===== config.mk =====
export PLATFORM = sky130hd
export DESIGN_NAME = uart_mmio
export DESIGN_NICKNAME = d
export VERILOG_FILES = /design/src/rtl/uart_defs.sv /design/src/rtl/uart_rx_core.sv /design/src/rtl/uart_mmio.sv
export SDC_FILE = /design/constraint.sdc
export NUM_CORES = 1
export LEC_CHECK = 0
export BUFFER_PORTS_ARGS = -buffer_cell sky130_fd_sc_hd__buf_4
export CAP_MARGIN = 20
export CORE_MARGIN = 2
export CORE_UTILIZATION = 54
export CTS_CLUSTER_SIZE = 14
export DETAILED_ROUTE_END_ITERATION = 8
export GPL_ROUTABILITY_DRIVEN = 0
export GPL_TIMING_DRIVEN = 1
export MAX_ROUTING_LAYER = met4
export PLACE_DENSITY = 0.83
export SLEW_MARGIN = 20
export SYNTH_ARGS = -nofsm -noshare
export SYNTH_HDL_FRONTEND = slang
export SYNTH_HIERARCHICAL = 1
export SYNTH_SLANG_ARGS = --single-unit

===== constraint.sdc =====
create_clock -name clk -period 2.43 [get_ports clk]
set_input_delay 0.1215 -clock clk [delete_from_list [all_inputs] [get_ports clk]]
set_output_delay 0.1215 -clock clk [all_outputs]
set_load 0.005 [all_outputs]

===== src/rtl/uart_defs.sv =====
// Shared definitions for the memory-mapped UART: register offsets,
// CON bit positions, FSM state encodings and the CON read-word packer.
package uart_defs;

    // Byte offsets from the peripheral base address
    localparam logic [31:0] OFF_TXD = 32'h0000_0000;
    localparam logic [31:0] OFF_RXD = 32'h0000_0004;
    localparam logic [31:0] OFF_CON = 32'h0000_0008;

    // CON register bit positions
    localparam int CON_TX_IE     = 0;
    localparam int CON_RX_IE     = 1;
    localparam int CON_TX_BUSY   = 2;
    localparam int CON_RX_VALID  = 3;
    localparam int CON_TX_DONE   = 4;
    localparam int CON_FRAME_ERR = 5;
    localparam int CON_OVERRUN   = 6;

    // TX FSM encodings
    localparam logic [1:0] TX_IDLE  = 2'd0;
    localparam logic [1:0] TX_START = 2'd1;
    localparam logic [1:0] TX_DATA  = 2'd2;
    localparam logic [1:0] TX_STOP  = 2'd3;

    // RX FSM encodings
    localparam logic [1:0] RX_IDLE  = 2'd0;
    localparam logic [1:0] RX_START = 2'd1;
    localparam logic [1:0] RX_DATA  = 2'd2;
    localparam logic [1:0] RX_STOP  = 2'd3;

    // Assemble the CON read word from the individual status/control bits
    function automatic logic [31:0] con_word(
        input logic tx_ie,
        input logic rx_ie,
        input logic tx_busy,
        input logic rx_valid,
        input logic tx_done,
        input logic frame_err,
        input logic overrun
    );
        logic [31:0] w;
        w                = '0;
        w[CON_TX_IE]     = tx_ie;
        w[CON_RX_IE]     = rx_ie;
        w[CON_TX_BUSY]   = tx_busy;
        w[CON_RX_VALID]  = rx_valid;
        w[CON_TX_DONE]   = tx_done;
        w[CON_FRAME_ERR] = frame_err;
        w[CON_OVERRUN]   = overrun;
        return w;
    endfunction

endpackage


===== src/rtl/uart_rx_core.sv =====
// 8N1 receiver: two-flop synchronizer, falling-edge start detect with a
// mid-bit glitch check, then 8 data bits LSB first and a stop bit.
// Emits single-cycle pulses for a good byte or a framing error.
module uart_rx_core
    import uart_defs::*;
#(
    parameter int DIV = 16
) (
    input  logic       clk,
    input  logic       reset,
    input  logic       i_rx,
    output logic [7:0] o_byte,
    output logic       o_valid_pulse,
    output logic       o_frame_err_pulse
);

    localparam int             CW     = $clog2(DIV);
    localparam logic [CW-1:0]  C_LAST = CW'(DIV - 1);
    localparam logic [CW-1:0]  C_HALF = CW'(DIV / 2 - 1);
    localparam logic [CW-1:0]  C_ONE  = CW'(1);

    logic          r_s1, r_s2, r_s3;
    logic [1:0]    r_state;
    logic [CW-1:0] r_cnt;
    logic [2:0]    r_bit;
    logic [7:0]    r_shift;
    logic [7:0]    r_byte;
    logic          r_vld;
    logic          r_ferr;
    logic          w_fall;

    // r_s3 holds the previous synchronized level for edge detection
    assign w_fall = r_s3 & ~r_s2;

    // Synchronize the asynchronous line; idle level is high
    always_ff @(posedge clk) begin
        if (reset) begin
            r_s1 <= 1'b1;
            r_s2 <= 1'b1;
            r_s3 <= 1'b1;
        end else begin
            r_s1 <= i_rx;
            r_s2 <= r_s1;
            r_s3 <= r_s2;
        end
    end

    // Receive FSM: start check at half a bit, then sample every full bit
    always_ff @(posedge clk) begin
        if (reset) begin
            r_state <= RX_IDLE;
            r_cnt   <= '0;
            r_bit   <= '0;
            r_shift <= '0;
            r_byte  <= '0;
            r_vld   <= 1'b0;
            r_ferr  <= 1'b0;
        end else begin
            r_vld  <= 1'b0;
            r_ferr <= 1'b0;
            case (r_state)
                RX_IDLE: begin
                    if (w_fall) begin
                        r_state <= RX_START;
                        r_cnt   <= '0;
                    end
                end
                RX_START: begin
                    if (r_cnt == C_HALF) begin
                        // A high sample mid-start means the low was a glitch
                        r_cnt   <= '0;
                        r_bit   <= '0;
                        r_state <= r_s2 ? RX_IDLE : RX_DATA;
                    end else begin
                        r_cnt <= r_cnt + C_ONE;
                    end
                end
                RX_DATA: begin
                    if (r_cnt == C_LAST) begin
                        r_cnt   <= '0;
                        r_shift <= {r_s2, r_shift[7:1]};
                        if (r_bit == 3'd7) begin
                            r_state <= RX_STOP;
                        end else begin
                            r_bit <= r_bit + 3'd1;
                        end
                    end else begin
                        r_cnt <= r_cnt + C_ONE;
                    end
                end
                RX_STOP: begin
                    if (r_cnt == C_LAST) begin
                        r_cnt   <= '0;
                        r_state <= RX_IDLE;
                        if (r_s2) begin
                            r_byte <= r_shift;
                            r_vld  <= 1'b1;
                        end else begin
                            r_ferr <= 1'b1;
                        end
                    end else begin
                        r_cnt <= r_cnt + C_ONE;
                    end
                end
                default: r_state <= RX_IDLE;
            endcase
        end
    end

    assign o_byte            = r_byte;
    assign o_valid_pulse     = r_vld;
    assign o_frame_err_pulse = r_ferr;

endmodule


===== src/rtl/uart_mmio.sv =====
// Memory-mapped 8N1 UART on the MEM stage bus: TXD/RXD/CON decode,
// registered read data, TX FSM, sticky status flags and level irq.
module uart_mmio
    import uart_defs::*;
#(
    parameter logic [31:0] ADDR_BASE = 32'h4000_0018,
    parameter int          CLK_HZ    = 100_000_000,
    parameter int          BAUD      = 9600
) (
    input  logic        clk,
    input  logic        reset,
    input  logic [31:0] addr,
    input  logic [31:0] wr_data,
    input  logic        mem_read,
    input  logic        mem_write,
    output logic [31:0] rd_data,
    input  logic        uart_rx,
    output logic        uart_tx,
    output logic        irq
);

    localparam int             DIV    = CLK_HZ / BAUD;
    localparam int             CW     = $clog2(DIV);
    localparam logic [CW-1:0]  C_LAST = CW'(DIV - 1);
    localparam logic [CW-1:0]  C_ONE  = CW'(1);
    localparam logic [31:0]    A_TXD  = ADDR_BASE + OFF_TXD;
    localparam logic [31:0]    A_RXD  = ADDR_BASE + OFF_RXD;
    localparam logic [31:0]    A_CON  = ADDR_BASE + OFF_CON;

    // Decode
    logic w_hit_txd, w_hit_rxd, w_hit_con;
    logic w_wr_txd, w_wr_con, w_rd, w_rd_rxd, w_rd_con;
    logic w_tx_busy, w_tx_fin;
    logic [31:0] w_con;
    logic w_unused;

    // Receiver outputs
    logic [7:0] w_rx_byte;
    logic       w_rx_vld;
    logic       w_rx_ferr;

    // TX state
    logic [1:0]    r_tx_state;
    logic [CW-1:0] r_tx_cnt;
    logic [2:0]    r_tx_bit;
    logic [7:0]    r_tx_shift;
    logic          r_tx;

    // Register file
    logic        r_tx_ie, r_rx_ie;
    logic        r_rx_valid, r_tx_done, r_frame_err, r_overrun;
    logic [7:0]  r_rx_byte;
    logic [31:0] r_rd_data;

    // Byte lane within the word is ignored, as are the upper store bits
    assign w_unused  = ^{addr[1:0], wr_data[31:8]};

    assign w_hit_txd = (addr[31:2] == A_TXD[31:2]);
    assign w_hit_rxd = (addr[31:2] == A_RXD[31:2]);
    assign w_hit_con = (addr[31:2] == A_CON[31:2]);

    // A store wins if the pipeline ever asserts both strobes
    assign w_wr_txd  = mem_write & w_hit_txd;
    assign w_wr_con  = mem_write & w_hit_con;
    assign w_rd      = mem_read & ~mem_write;
    assign w_rd_rxd  = w_rd & w_hit_rxd;
    assign w_rd_con  = w_rd & w_hit_con;

    assign w_tx_busy = (r_tx_state != TX_IDLE);
    assign w_tx_fin  = (r_tx_state == TX_STOP) && (r_tx_cnt == C_LAST);

    assign w_con = con_word(r_tx_ie, r_rx_ie, w_tx_busy, r_rx_valid,
                            r_tx_done, r_frame_err, r_overrun);

    uart_rx_core #(
        .DIV(DIV)
    ) u_rx (
        .clk              (clk),
        .reset            (reset),
        .i_rx             (uart_rx),
        .o_byte           (w_rx_byte),
        .o_valid_pulse    (w_rx_vld),
        .o_frame_err_pulse(w_rx_ferr)
    );

    // Transmit FSM: start bit, 8 data bits LSB first, stop bit, DIV clocks each
    always_ff @(posedge clk) begin
        if (reset) begin
            r_tx_state <= TX_IDLE;
            r_tx_cnt   <= '0;
            r_tx_bit   <= '0;
            r_tx_shift <= '0;
            r_tx       <= 1'b1;
        end else begin
            case (r_tx_state)
                TX_IDLE: begin
                    if (w_wr_txd) begin
                        r_tx_shift <= wr_data[7:0];
                        r_tx_cnt   <= '0;
                        r_tx_state <= TX_START;
                        r_tx       <= 1'b0;
                    end
                end
                TX_START: begin
                    if (r_tx_cnt == C_LAST) begin
                        r_tx_cnt   <= '0;
                        r_tx_bit   <= '0;
                        r_tx_state <= TX_DATA;
                        r_tx       <= r_tx_shift[0];
                        r_tx_shift <= {1'b0, r_tx_shift[7:1]};
                    end else begin
                        r_tx_cnt <= r_tx_cnt + C_ONE;
                    end
                end
                TX_DATA: begin
                    if (r_tx_cnt == C_LAST) begin
                        r_tx_cnt <= '0;
                        if (r_tx_bit == 3'd7) begin
                            r_tx_state <= TX_STOP;
                            r_tx       <= 1'b1;
                        end else begin
                            r_tx_bit   <= r_tx_bit + 3'd1;
                            r_tx       <= r_tx_shift[0];
                            r_tx_shift <= {1'b0, r_tx_shift[7:1]};
                        end
                    end else begin
                        r_tx_cnt <= r_tx_cnt + C_ONE;
                    end
                end
                TX_STOP: begin
                    if (r_tx_cnt == C_LAST) begin
                        r_tx_cnt   <= '0;
                        r_tx_state <= TX_IDLE;
                    end else begin
                        r_tx_cnt <= r_tx_cnt + C_ONE;
                    end
                end
                default: r_tx_state <= TX_IDLE;
            endcase
        end
    end

    // Control/status registers and registered read port; set events beat clears
    always_ff @(posedge clk) begin
        if (reset) begin
            r_tx_ie     <= 1'b0;
            r_rx_ie     <= 1'b0;
            r_rx_valid  <= 1'b0;
            r_tx_done   <= 1'b0;
            r_frame_err <= 1'b0;
            r_overrun   <= 1'b0;
            r_rx_byte   <= '0;
            r_rd_data   <= '0;
        end else begin
            if (w_wr_con) begin
                r_tx_ie <= wr_data[CON_TX_IE];
                r_rx_ie <= wr_data[CON_RX_IE];
            end

            if (w_tx_fin)      r_tx_done <= 1'b1;
            else if (w_rd_con) r_tx_done <= 1'b0;

            if (w_rx_ferr)     r_frame_err <= 1'b1;
            else if (w_rd_con) r_frame_err <= 1'b0;

            // An RXD read landing with the new byte consumes the old one: no overrun
            if (w_rx_vld && r_rx_valid && !w_rd_rxd) r_overrun <= 1'b1;
            else if (w_rd_con)                       r_overrun <= 1'b0;

            if (w_rx_vld) begin
                r_rx_valid <= 1'b1;
                r_rx_byte  <= w_rx_byte;
            end else if (w_rd_rxd) begin
                r_rx_valid <= 1'b0;
            end

            if (w_rd_rxd)      r_rd_data <= {24'b0, r_rx_byte};
            else if (w_rd_con) r_rd_data <= w_con;
            else               r_rd_data <= '0;
        end
    end

    assign rd_data = r_rd_data;
    assign uart_tx = r_tx;
    assign irq     = (r_tx_ie & r_tx_done) | (r_rx_ie & r_rx_valid);

endmodule


==> key figures, run 1 <==
Outcome
  – Status: finished clean

CTS
  – Clock transition at path regs: 0.09 ns
  – CTS max path bufs: 2
  – Total CTS buffers: 9
  – TritonCTS clock tree: built
  – Root Buffer: clkbuf_8
  – Clk_lat worst skew: 0.36 ns
  – H-tree Lvls: 3
  – Clk sinks: 90

Routing
  – WL/cell: 13.7 um
  – Detailed Route WL: 8.99 mm
  – Initial DRT Pass Iterations: 4
  – Final ANT Viol Nets: 0
  – Initial DRC Count: 153
  – Routed via count: 3737
  – Number of remaining DRC errors: 0
  – Via density: 5.70

Pwr
  – Switching Power: 0.00102 W
  – Sw Ratio: 0.312
  – Max VDD drop: 0.343 mV
  – Int Power: 0.00224 W
  – Clock power share: 0.310
  – Comb pwr share: 0.201
  – Seq pwr share: 0.489
  – Tot Pwr: 0.00326 W
  – Pleak: 1.90 nW
  – Power per cell area: 635 mW/mm^2

Layout
  – Area added between synthesis and finish: 13.2%
  – Commonest cells after routing, fill and taps aside: dfxtp_1, nor2_1, buf_4
  – Ant diodes: 0
  – Final #Nets: 627
  – Share of cells above drive strength 1: 0.189
  – Most common cell after layout, fill and taps aside: dfxtp_1

Synth
  – Yosys cell types: 60
  – Cells after synthesis: 496
  – Number of synthesized flops with an enable pin: 0
  – Yosys top cell area share: 0.397
  – Post-synth top area cell: dfxtp_1
  – Asr flop ratio synth: 0
  – Syn. warnings: 6
  – Post-synth top flop: dfxtp_1
  – Synth Register Bits: 90
  – Avg Cell Area, Syn: 9.15 um^2
  – Synth top area cells: dfxtp_1, mux2i_1, nor2_1, buf_4, ha_1
  – Seq/Total Area, Yosys: 0.397
  – Mapped cell area: 0.00454 mm^2

Placement
  – Port Buffers: 52
  – Post-Place Worst Slack: 0.214 ns
  – Hpwl dp: 6.41 mm

Timing
  – Worst-Margin Slew: 0.724 ns
  – Rel. slew slack: 0.516
  – Final Hold Violating Endpoints: 0
  – RSZ-0062 raised after global routing: no
  – Final min period: 2.30 ns
  – Worst setup margin: 0.126 ns
  – Setup TNS: 0 ns
  – Fmax achieved: 0.434 GHz
  – Clk_skew: 0.0130 ns
  – Final Setup Violations: 0
  – Fin. max-slew vios: 0
  – Period Utilization, post-route: 0.948

Worst setup path
  – Worst Path Max Fanout: 7
  – CP endpoint kind: flop
  – Crit path DAT: 2.55 ns
  – Worst Path Required: 2.68 ns
  – Critical Path Source Type: flop
  – CP Class: flop to flop

Min path
  – Tightest Hold Check Type: input port to flop

Global routing
  – First-pass GRT wire length: 14.6 mm
  – GRT Overall Usage: 0.205
  – Initial antenna violation count: 0
  – Gr ovfl total: 0
  – Pin count of the biggest net entering global routing: 71
  – Number of global-route vias before repair: 3298

Floorplanning
  – Die X: 95.7 um
  – IO Pins: 103
  – Die height: 95.7 um
  – Rows: 33
  – Initial Util: 0.555
  – Core area: 0.00818 mm^2
  – DIE AREA: 0.00916 mm^2

Run
  – Max-cap violations: 0
[kinds of logic after synthesis]
family / synth area share
AND/OR/NAND/NOR: 0.242
AO/OA/AOI/OAI: 0.150
flip-flops: 0.397
buffers and inverters: 0.0799
multiplexers: 0.0838
adder cells (fa/ha/maj): 0.0331
XOR/XNOR: 0.0135
other: 0.000826
[path summary, 6_finish.rpt]
| path | cells past startpoint | end | slack, ns | from |
|---|---|---|---|---|
| worst max-delay path | 7 | r_tx_shift[1] | 0.13 | r_tx_cnt[0] |
| worst min-delay path | 3 | r_tx_ie | 0.04 | wr_data[0] |
| worst max register to register | 7 | r_tx_shift[1] | 0.13 | r_tx_cnt[0] |
| worst min register to register | 1 | u_rx/r_s2 | 0.43 | u_rx/r_s1 |
[per-stage QoR]
step	cells	hold slack [ns]	utilization	instance area, um^2
6_report	656	0.0381	0.628	5140
5_1_grt	656	0.0378	0.628	5140
4_1_cts	654	0.0281	0.625	5110
3_5_place_dp	636	0.316	0.599	4890
3_3_place_gp	636	0.311	0.599	4890
2_1_floorplan	519	0.225	-	4630
[timing repair]
action                     4_1_cts  5_1_grt
setup endpoints to repair        0        2
hold buffers                     2        0
hold endpoints to repair         2        0
gates resized for setup          0        1
buffers inserted                 0        2
[cell type report]
type / count / area, um^2
fillers: 674 / 3040
multi-input cells: 370 / 2470
flip-flops and latches: 90 / 1800
repair buffers: 66 / 500
well taps: 105 / 131
clock buffers: 9 / 124
clock inverters: 7 / 76.3
inverters: 9 / 33.8
[critical path, stage by stage, from the launching register on]
cell      delay (ns)
dfxtp_1         0.40
ha_1            0.26
and4_1          0.37
nand4_4         0.21
a221oi_4        0.39
buf_4           0.17
a21oi_1         0.06
a311oi_1        0.33
[sequential cells by signal, summed over array words and instances (netlist names), 2 cells and up, named ones only]
name	cells
rd_data	8
r_tx_cnt	14
r_tx_state	2
r_tx_shift	8
r_rx_byte	8
u_rx/o_byte	8
u_rx/r_shift	8
r_tx_bit	3
u_rx/r_cnt	14
u_rx/r_bit	3
[power groups by stage]
stage	sequential, W	clock [W]	combinational (W)
2_1_floorplan	0.00162	0	0.000486
6_report	0.00159	0.00101	0.000656
4_1_cts	0.00159	0.00104	0.000635
5_1_grt	0.00161	0.00110	0.000724
3_5_place_dp	0.00163	0	0.000630
3_3_place_gp	0.00162	0	0.000605
[per-layer routing]
metal / track usage / vias up / share of wire
li1: - / 1845 / -
met1: 0.255 / 1737 / 0.42
met2: 0.333 / 140 / 0.48
met3: 0.0364 / 15 / 0.080
met4: 0.0786 / 0 / 0.018
met5: - / - / 0
[synth_stat cells (all sizes together), types with 4 or more instances]
| library cell | instances |
|---|---|
| a21oi | 24 |
| a22oi | 16 |
| a311oi | 11 |
| a31oi | 11 |
| and2 | 4 |
| and4 | 4 |
| buf | 35 |
| clkbuf | 15 |
| dfxtp | 90 |
| ha | 12 |
| inv | 9 |
| mux2i | 38 |
| nand2 | 27 |
| nand2b | 5 |
| nand3 | 15 |
| nand4 | 14 |
| nor2 | 77 |
| nor3 | 11 |
| nor4 | 7 |
| o21ai | 14 |
| or2 | 5 |
| or3 | 5 |
| xnor2 | 4 |
(Power assumes the default switching activity.)
==> run 2, diff against run 1 <==
CORE_UTILIZATION = 56   (was 54)
CTS_BUF_LIST = sky130_fd_sc_hd__clkbuf_4   (was default)
PLACE_DENSITY = 0.85   (was 0.83)
==> key figures, run 2 (synthesis gave the netlist of run 1 again) <==
Timing
  – Period Utilization, post-route: 0.916 (-0.0317)
  – Rel. slew slack: 0.630 (+0.115)
  – Worst setup margin: 0.203 ns (+0.0770 ns)
  – Final Setup Violations: 0 (unchanged)
  – Final min period: 2.23 ns (-0.0770 ns)
  – Final Hold Violating Endpoints: 0 (unchanged)
  – Clk_skew: 0.0182 ns (+0.00520 ns)
  – Fin Hold WS: 0.0265 ns (-0.0116 ns)
  – Worst-Margin Slew: 0.551 ns (-0.172 ns)
  – Fmax achieved: 0.449 GHz (+3.5%)
  – RSZ-0062 raised after global routing: no
  – Setup TNS: 0 ns (unchanged)
  – Fin. max-slew vios: 0 (unchanged)

Routing
  – Final ANT Viol Nets: 0 (unchanged)
  – WL/cell: 14.2 um (+3.7%)
  – Via density: 5.73 (+0.61%)
  – Initial DRC Count: 280 (+83%)
  – Detailed Route WL: 9.31 mm (+3.6%)
  – Number of remaining DRC errors: 0 (unchanged)
  – Routed via count: 3754 (+0.45%)
  – Initial DRT Pass Iterations: 5 (+1)

Global routing
  – Pin count of the biggest net entering global routing: 56 (-21%)
  – First-pass GRT wire length: 15.7 mm (+7.5%)
  – GRT Overall Usage: 0.225 (+0.0201)
  – Gr ovfl total: 0 (unchanged)
  – Initial antenna violation count: 0 (unchanged)
  – Number of global-route vias before repair: 3633 (+10%)

CTS
  – Total CTS buffers: 9 (unchanged)
  – TritonCTS clock tree: built
  – CTS max path bufs: 2 (unchanged)
  – Root Buffer: clkbuf_4
  – H-tree Lvls: 3 (unchanged)
  – Clk_lat worst skew: 0.45 ns (+0.09 ns)
  – Clock transition at path regs: 0.15 ns (+0.06 ns)
  – Clk sinks: 90 (unchanged)

Layout
  – Ant diodes: 0 (unchanged)
  – Largest registers: r_tx_cnt: 14 flops, u_rx/r_cnt: 14 flops
  – Most common cell after layout, fill and taps aside: dfxtp_1
  – Area added between synthesis and finish: 12.0%
  – Commonest cells after routing, fill and taps aside: dfxtp_1, nor2_1, buf_4
  – Final #Nets: 629 (+0.32%)
  – Share of cells above drive strength 1: 0.188 (-0.000683)

Worst setup path
  – CP Class: flop to flop
  – Critical Path Source Type: flop
  – Worst reg-to-reg setup slack: 0.20 ns (+0.08 ns)
  – Worst Path Max Fanout: 8 (+1)
  – CP endpoint kind: flop
  – Worst Path Required: 2.79 ns (+0.11 ns)
  – Crit path DAT: 2.59 ns (+0.04 ns)

Pwr
  – Power per cell area: 595 mW/mm^2 (-6.3%)
  – Pleak: 1.87 nW (-1.6%)
  – Max VDD drop: 0.284 mV (-17%)

Placement
  – Post-Place Worst Slack: 0.182 ns (-0.0320 ns)
  – Hpwl dp: 6.48 mm (+1.0%)
  – Port Buffers: 52 (unchanged)

Floorplanning
  – Die height: 94.0 um (-1.7%)
  – Core area: 0.00781 mm^2 (-4.5%)
  – Rows: 32 (-3.0%)
  – Initial Util: 0.581 (+0.0262)
  – Die X: 94.0 um (-1.7%)
  – IO Pins: 103 (unchanged)
  – DIE AREA: 0.00884 mm^2 (-3.4%)

Min path
  – Tightest Hold Check Type: input port to flop

Run
  – Max-cap violations: 0 (unchanged)

Outcome
  – Status: finished clean
[run 2: repair_timing]
| item | in CTS | in global routing |
|---|---|---|
| buffers inserted | 0 | 1 |
| hold buffers | 5 | 0 |
| hold endpoints to repair | 5 | 0 |
| resized for setup | 0 | 2 |
| endpoints found under the setup margin | 0 | 7 |
[run 2: worst max-delay path, cell delays in order, from the launching register on]
cell	delay, ns
dfxtp_1	0.44
ha_1	0.27
and4_2	0.34
nand4_4	0.19
a221oi_4	0.45
buf_4	0.19
a21oi_1	0.06
a41o_1	0.21
[run 2: final timing paths]
kind | cells past startpoint | end | from
setup / recovery | 7 | r_tx_shift[7] | r_tx_cnt[0]
hold / removal | 3 | r_tx_shift[4] | wr_data[4]
setup reg to reg | 7 | r_tx_shift[7] | r_tx_cnt[0]
hold reg to reg | 1 | u_rx/r_s2 | u_rx/r_s1
[run 2: report_power, final]
part | leakage [nW] | total, W | switching, W | internal [W]
logic | 1.08 | 0.000645 | 0.000367 | 0.000278
registers | 0.726 | 0.00160 | 0.0000499 | 0.00155
clock network | 0.0653 | 0.000782 | 0.000556 | 0.000226
[run 2: metrics by stage]
stage	instance area [um^2]	total power [W]	std cells	util
2_1_floorplan	4630	0.00210	519	-
3_3_place_gp	4890	0.00222	633	0.626
5_1_grt	5080	0.00319	655	0.651
6_report	5080	0.00302	655	0.651
3_5_place_dp	4890	0.00225	633	0.626
4_1_cts	5060	0.00304	654	0.649
[run 2: routing by layer]
metal	up-vias	GRT usage	routed length, um
li1	1853	-	-
met1	1760	0.253	3970
met3	20	0.0441	541
met4	0	0.0966	189
met2	121	0.391	4610
met5	-	-	0
[run 2: area by class of cell]
class                   instances  area [um^2]
well taps                     102          128
multi-input cells             370         2470
clock buffers                   9         67.6
flip-flops and latches         90         1800
fillers                       639         2730
repair buffers                 68          523
clock inverters                 7         57.6
inverters                       9         33.8
